## src/rtl/multi_cycle_ctrl.sv

```systemverilog
// rtl/multi_cycle_ctrl.sv - multi-cycle CPU control unit (IF/ID/EXE/MEM/WB sequencer)
//
// Purpose: sequences each instruction through the multi-cycle states and
// decodes state + opcode into datapath write enables and mux selects.
// Outputs are combinational from state, op and zero; while Reset is low
// every output is forced to 0.
//
// Optional feature macro: CTRL_INSTR_CNT_EN
//   defined   -> instr_count counts cycles where PCWre=1 (wraps, cleared by Reset)
//   undefined -> instr_count is tied to 0, no counter flops
//
// Ports:
//   CLK         in   system clock, posedge
//   Reset       in   asynchronous active-low reset
//   op[5:0]     in   opcode from instruction register
//   zero        in   ALU result == 0
//   sign        in   ALU result[31] (not needed by this decode)
//   PCWre       out  PC write enable
//   IRWre       out  instruction register load enable
//   InsMemRW    out  instruction memory read
//   RegWre      out  register file write enable
//   ALUSrcA     out  0: rs, 1: zero-extended Sa
//   ALUSrcB     out  0: rt, 1: extended immediate
//   ExtSel      out  0: zero-extend, 1: sign-extend
//   RegDst[1:0] out  00: $31, 01: rt, 10: rd
//   WrRegDSrc   out  0: PC+4, 1: DB bus
//   DBDataSrc   out  0: ALU result, 1: data memory
//   mRD         out  data memory read
//   mWR         out  data memory write
//   PCSrc[1:0]  out  00: PC+4, 01: branch, 10: jr, 11: jump target
//   ALUOp[2:0]  out  ALU operation
//   state[2:0]  out  current state code
//   instr_count out  retired-instruction counter

module multi_cycle_ctrl (
  input  logic        CLK,
  input  logic        Reset,
  input  logic [5:0]  op,
  input  logic        zero,
  input  logic        sign,
  output logic        PCWre,
  output logic        IRWre,
  output logic        InsMemRW,
  output logic        RegWre,
  output logic        ALUSrcA,
  output logic        ALUSrcB,
  output logic        ExtSel,
  output logic [1:0]  RegDst,
  output logic        WrRegDSrc,
  output logic        DBDataSrc,
  output logic        mRD,
  output logic        mWR,
  output logic [1:0]  PCSrc,
  output logic [2:0]  ALUOp,
  output logic [2:0]  state,
  output logic [31:0] instr_count
);

  typedef enum logic [2:0] {
    S_IF     = 3'b000,
    S_ID     = 3'b001,
    S_EXE_LS = 3'b010,
    S_MEM    = 3'b011,
    S_WB_LD  = 3'b100,
    S_EXE_BR = 3'b101,
    S_EXE_AL = 3'b110,
    S_WB_AL  = 3'b111
  } state_t;

  localparam logic [5:0] OP_ADD   = 6'b000000;
  localparam logic [5:0] OP_SUB   = 6'b000001;
  localparam logic [5:0] OP_ADDIU = 6'b000010;
  localparam logic [5:0] OP_AND   = 6'b010000;
  localparam logic [5:0] OP_ANDI  = 6'b010001;
  localparam logic [5:0] OP_ORI   = 6'b010010;
  localparam logic [5:0] OP_SLT   = 6'b100110;
  localparam logic [5:0] OP_SLL   = 6'b011000;
  localparam logic [5:0] OP_SW    = 6'b110000;
  localparam logic [5:0] OP_LW    = 6'b110001;
  localparam logic [5:0] OP_BEQ   = 6'b110100;
  localparam logic [5:0] OP_BNE   = 6'b110101;
  localparam logic [5:0] OP_J     = 6'b111000;
  localparam logic [5:0] OP_JR    = 6'b111001;
  localparam logic [5:0] OP_JAL   = 6'b111010;
  localparam logic [5:0] OP_HALT  = 6'b111111;

  state_t cur;

  // The ALU sign flag is not consumed by this control decode.
  logic unused_sign;
  assign unused_sign = sign;

  logic is_add, is_sub, is_addiu, is_and, is_andi, is_ori, is_slt, is_sll;
  logic is_sw, is_lw, is_beq, is_bne, is_j, is_jr, is_jal, is_halt;
  logic is_rtype, is_alu, is_nop;

  assign is_add   = (op == OP_ADD);
  assign is_sub   = (op == OP_SUB);
  assign is_addiu = (op == OP_ADDIU);
  assign is_and   = (op == OP_AND);
  assign is_andi  = (op == OP_ANDI);
  assign is_ori   = (op == OP_ORI);
  assign is_slt   = (op == OP_SLT);
  assign is_sll   = (op == OP_SLL);
  assign is_sw    = (op == OP_SW);
  assign is_lw    = (op == OP_LW);
  assign is_beq   = (op == OP_BEQ);
  assign is_bne   = (op == OP_BNE);
  assign is_j     = (op == OP_J);
  assign is_jr    = (op == OP_JR);
  assign is_jal   = (op == OP_JAL);
  assign is_halt  = (op == OP_HALT);

  assign is_rtype = is_add | is_sub | is_and | is_slt | is_sll;
  assign is_alu   = is_rtype | is_addiu | is_andi | is_ori;
  // Anything not recognised retires as a 2-cycle NOP.
  assign is_nop   = ~(is_alu | is_sw | is_lw | is_beq | is_bne |
                      is_j | is_jr | is_jal | is_halt);

  always_ff @(posedge CLK or negedge Reset) begin
    if (!Reset) begin
      cur <= S_IF;
    end else begin
      unique case (cur)
        S_IF: cur <= S_ID;
        S_ID: begin
          if (is_beq | is_bne)    cur <= S_EXE_BR;
          else if (is_lw | is_sw) cur <= S_EXE_LS;
          else if (is_alu)        cur <= S_EXE_AL;
          else                    cur <= S_IF;   // j/jr/jal/halt/NOP
        end
        S_EXE_LS: cur <= S_MEM;
        S_MEM:    cur <= is_lw ? S_WB_LD : S_IF;
        S_WB_LD:  cur <= S_IF;
        S_EXE_BR: cur <= S_IF;
        S_EXE_AL: cur <= S_WB_AL;
        S_WB_AL:  cur <= S_IF;
        default:  cur <= S_IF;
      endcase
    end
  end

  always_comb begin
    PCWre     = 1'b0;
    IRWre     = 1'b0;
    InsMemRW  = 1'b0;
    RegWre    = 1'b0;
    ALUSrcA   = 1'b0;
    ALUSrcB   = 1'b0;
    ExtSel    = 1'b0;
    RegDst    = 2'b00;
    WrRegDSrc = 1'b0;
    DBDataSrc = 1'b0;
    mRD       = 1'b0;
    mWR       = 1'b0;
    PCSrc     = 2'b00;
    ALUOp     = 3'b000;
    state     = 3'b000;
    // Gating on Reset makes an abort drop every enable in the same cycle,
    // without waiting for the asynchronous state clear to propagate.
    if (Reset) begin
      state    = cur;
      InsMemRW = 1'b1;
      IRWre    = (cur == S_IF);

      // PCWre marks the last cycle of each instruction; halt never retires.
      PCWre = ((cur == S_ID) & (is_j | is_jr | is_jal | is_nop)) |
              (cur == S_EXE_BR) |
              ((cur == S_MEM) & is_sw) |
              (cur == S_WB_LD) |
              (cur == S_WB_AL);

      RegWre = (cur == S_WB_AL) | (cur == S_WB_LD) | ((cur == S_ID) & is_jal);

      mRD = ((cur == S_MEM) & is_lw) | (cur == S_WB_LD);
      mWR = (cur == S_MEM) & is_sw;

      WrRegDSrc = ~is_jal;
      DBDataSrc = is_lw;
      ALUSrcA   = is_sll;
      ALUSrcB   = is_addiu | is_andi | is_ori | is_lw | is_sw;
      ExtSel    = ~(is_andi | is_ori);

      if (is_rtype)
        RegDst = 2'b10;
      else if (is_addiu | is_andi | is_ori | is_lw)
        RegDst = 2'b01;
      else
        RegDst = 2'b00;

      if ((is_beq & zero) | (is_bne & ~zero))
        PCSrc = 2'b01;
      else if (is_jr)
        PCSrc = 2'b10;
      else if (is_j | is_jal)
        PCSrc = 2'b11;
      else
        PCSrc = 2'b00;

      if (is_beq | is_bne | is_sub)
        ALUOp = 3'b001;
      else if (is_slt)
        ALUOp = 3'b101;
      else if (is_sll)
        ALUOp = 3'b010;
      else if (is_ori)
        ALUOp = 3'b011;
      else if (is_and | is_andi)
        ALUOp = 3'b100;
      else
        ALUOp = 3'b000;
    end
  end

`ifdef CTRL_INSTR_CNT_EN
  always_ff @(posedge CLK or negedge Reset) begin
    if (!Reset)
      instr_count <= 32'd0;
    else if (PCWre)
      instr_count <= instr_count + 32'd1;
  end
`else
  assign instr_count = 32'd0;
`endif

endmodule
```

## config.mk

```make
export PLATFORM = sky130hd
export DESIGN_NAME = multi_cycle_ctrl
export DESIGN_NICKNAME = d
export VERILOG_FILES = /design/src/rtl/multi_cycle_ctrl.sv
export SDC_FILE = /design/constraint.sdc
export NUM_CORES = 1
export LEC_CHECK = 0
export ABC_AREA = 1
export CORE_UTILIZATION = 34
export DETAILED_ROUTE_END_ITERATION = 12
export GPL_TIMING_DRIVEN = 0
export PLACE_DENSITY = 0.8
export SLEW_MARGIN = 20
export SYNTH_ARGS = -nofsm -noshare
export SYNTH_HDL_FRONTEND = slang
export SYNTH_SLANG_ARGS = --single-unit
```

## constraint.sdc

```tcl
create_clock -name CLK -period 1.5 [get_ports CLK]
set_clock_uncertainty 0.05 [all_clocks]
set_input_delay 0.3 -clock CLK [delete_from_list [all_inputs] [get_ports CLK]]
set_output_delay 0.3 -clock CLK [all_outputs]
set_load 0.05 [all_outputs]
```

==> flow_summary_export.csv <==
group,metric,value,unit
final_layout,area_growth,125,%
run_status,status,"finished, violations left",
worst_setup_path,rr_startpoint,"cur[0]",
worst_setup_path,reg2reg_depth,7,
final_layout,final_core_util,0.839,
cts,cts.root.buffer_cell,"clkbuf_4",
synth,synth-simple-area-share,0.406,
synth,synth_top_area_frac,0.292,
timing,period_share,1.25,
timing,finalMaxSlewViolations,0,
synth,synth_top_flop_cell,"dfrtp_1",
detailed_routing,drtIter0Drc,30,
worst_setup_path,r2r_setup_slack,130,ps
synth,yosysWarnings,0,
final_layout,drive_gt1_frac,0.684,
cts,clock_path_buffers,2,
worst_setup_path,start_kind,"flip-flop",
synth,synth_fa_ha_area_frac,0,
worst_setup_path,reg2reg_to,"cur[2]",
synth,synth_compound_area_frac,0.0783,
run,drv_cap,0,
place,io_buffers,29,
worst_setup_path,crit_path_max_fanout,4,
final_layout,diodes,0,
grt,grt_max_degree,11,
timing,fmax,0.532,GHz
pwr,vdd_drop_max,0.00106,V
synth,synth_cell_types,23,
detailed_routing,dr.pass1.iters,4,
floorplan,die_area,0.00270,mm2
cts,cts_tree,"built",
timing,rsz0062_at_grt,"yes",
cts,clock_latency,240,ps
floorplan,fp.coreArea,0.00228,mm2
timing,setup_ws,-378,ps
synth,seq_area_frac_synth,0.0886,
grt,overflow,0,
synth,syn_inst,149,
synth,yosysTopAreaCell,"buf_4",
place,place.gp.congestion,0.803,
detailed_routing,antenna_left,0,
pwr,p_leak,0.986,nW
grt,grt_pass1_vias,933,
worst_setup_path,critPathCapture,"PCWre",
floorplan,rows,17,
detailed_routing,drc,0,
worst_setup_path,worstPathRequired,1150,ps
final_layout,reg_top3,"cur x3",
detailed_routing,route.final.wire_length,3.42,mm
synth,synth_edf_count,0,
cts,ctsHtreeMaxLevel,1,
synth,synth-seq-cells,3,
final_layout,layout.nets,248,
synth,synth_top_family_by_area,"buffers and inverters",
detailed_routing,avgViaCountPerCell,4.45,
grt,antenna_found_initial,0,
worst_setup_path,crit_start,"cur[0]",
detailed_routing,vias,1180,
floorplan,ios,63,
cts,cts_buffers,3,
cts,clk_pin_slew,40,ps
worst_setup_path,end_kind,"output pin",
worst_setup_path,criticalPathCategory,"flip-flop to output pin",
timing,fin_crit,1880,ps
run_status,violations,"setup timing",
final_layout,largest-register,"cur",
final_layout,largest_register_ffs,3,
grt,grt_pass1_wl,4.27,mm
pwr,cellPowerDensity,844,mW/mm2
synth,synth.area.mux_share,0,
synth,synth_xor_xnor_area_share,0.0103,
floorplan,initial_core_util,0.372,
place,dpl.hpwl,1.60,mm
synth,yosysMostFrequentCell,"buf_4",
timing,finalSetupViolCount,13,
synth,syn_avg_cell_area,5.68,um2
floorplan,die_width,51.9,um
timing,hold_viol_final,0,
synth,ys_async_sr_fraction,1.00,
pwr,total_power,1.61,mW
cts,cts.sinks,3,
worst_hold_path,min_path_type,"input pin to async pin",
synth,ys_top_cells_by_count,"buf_4 (33), nand2_1 (23), inv_1 (22)",
detailed_routing,avgRoutedWirePerCell,12.9,um
synth,syn-cell-area,847,um2
worst_setup_path,cp.arrival,1530,ps
timing,whs,479,ps
floorplan,die_y,51.9,um
grt,grt_usage,0.214,
synth,ys_top_cells_by_area,"buf_4 (29%), nand2_1 (10%), inv_1 (9.7%)",
## how the worst min path moves through the flow
| stage | cells past startpoint | to |
|---|---|---|
| finish | 2 | cur[0] |
| global route | 2 | cur[0] |
| CTS | 2 | cur[1] |
| detailed placement | 1 | cur[0] |
| global placement | 1 | cur[1] |
| floorplan | 0 | cur[0] |
## through the flow
| stage | instance area [um2] | cells | setup TNS (ps) | worst slack [ps] |
|---|---|---|---|---|
| 6_report | 1910 | 265 | -2450 | -378 |
| 5_1_grt | 1910 | 265 | -3160 | -437 |
| 4_1_cts | 1670 | 254 | -1310 | -238 |
| 3_5_place_dp | 1380 | 237 | -26470 | -1420 |
| 3_3_place_gp | 1380 | 237 | -26510 | -1410 |
| 2_1_floorplan | 1050 | 180 | -1790 | -200 |
## power by group
group	total (mW)	leakage [nW]	switching, mW	internal (mW)
logic	1.30	0.934	0.808	0.493
registers	0.160	0.0375	0.0491	0.111
clock network	0.150	0.0150	0.0502	0.100
total	1.61	0.986	0.908	0.704
## final cells by class
class / instances / area (um2)
repair buffers: 53 / 562
multi-input cells: 117 / 838
plain buffers: 34 / 259
inverters: 26 / 113
flip-flops and latches: 3 / 76.3
fillers: 132 / 367
well taps: 28 / 35.0
clock buffers: 4 / 26.3
## layout by cell type, fill, tap and decap left out, drive strengths merged
cell type and instances:
buf 84, conb 32, nor2 29, nand2 26, inv 26, nand3 11
a21oi 7, clkbuf 4, o21ai 4, dfrtp 3, nor3 3, dlygate4sd2 2
nor4 2, nand4 1, o21bai 1, xor2 1, dlygate4sd3 1
## worst max-delay path, cell delays in order, from the launching register on
cell and delay [ps]:
dfrtp_1 430, inv_2 90, nor2_4 180, buf_12 120
buf_4 110, nand2_4 50, a21oi_4 140, buf_6 170
## cell families after synthesis
group,after synthesis
other,1
AND/OR/NAND/NOR,72
flip-flops,3
buffers and inverters,60
AO/OA/AOI/OAI,12
XOR/XNOR,1
## timing repair
item,in CTS,in global routing
endpoints found under the hold margin,3,0
pin swaps,20,27
setup buffers,12,13
setup endpoints to repair,23,19
hold buffers,1,0
gates resized for setup,214,49
## per-layer routing
metal  GRT usage  wire [um]  vias to the layer above
met3      0.0322        277                        8
met5           0          0                        -
li1            -          -                      573
met1       0.274       1470                      518
met2       0.378       1620                       81
met4      0.0360         46                        0
Note: power is estimated with default switching activity, not from simulation.
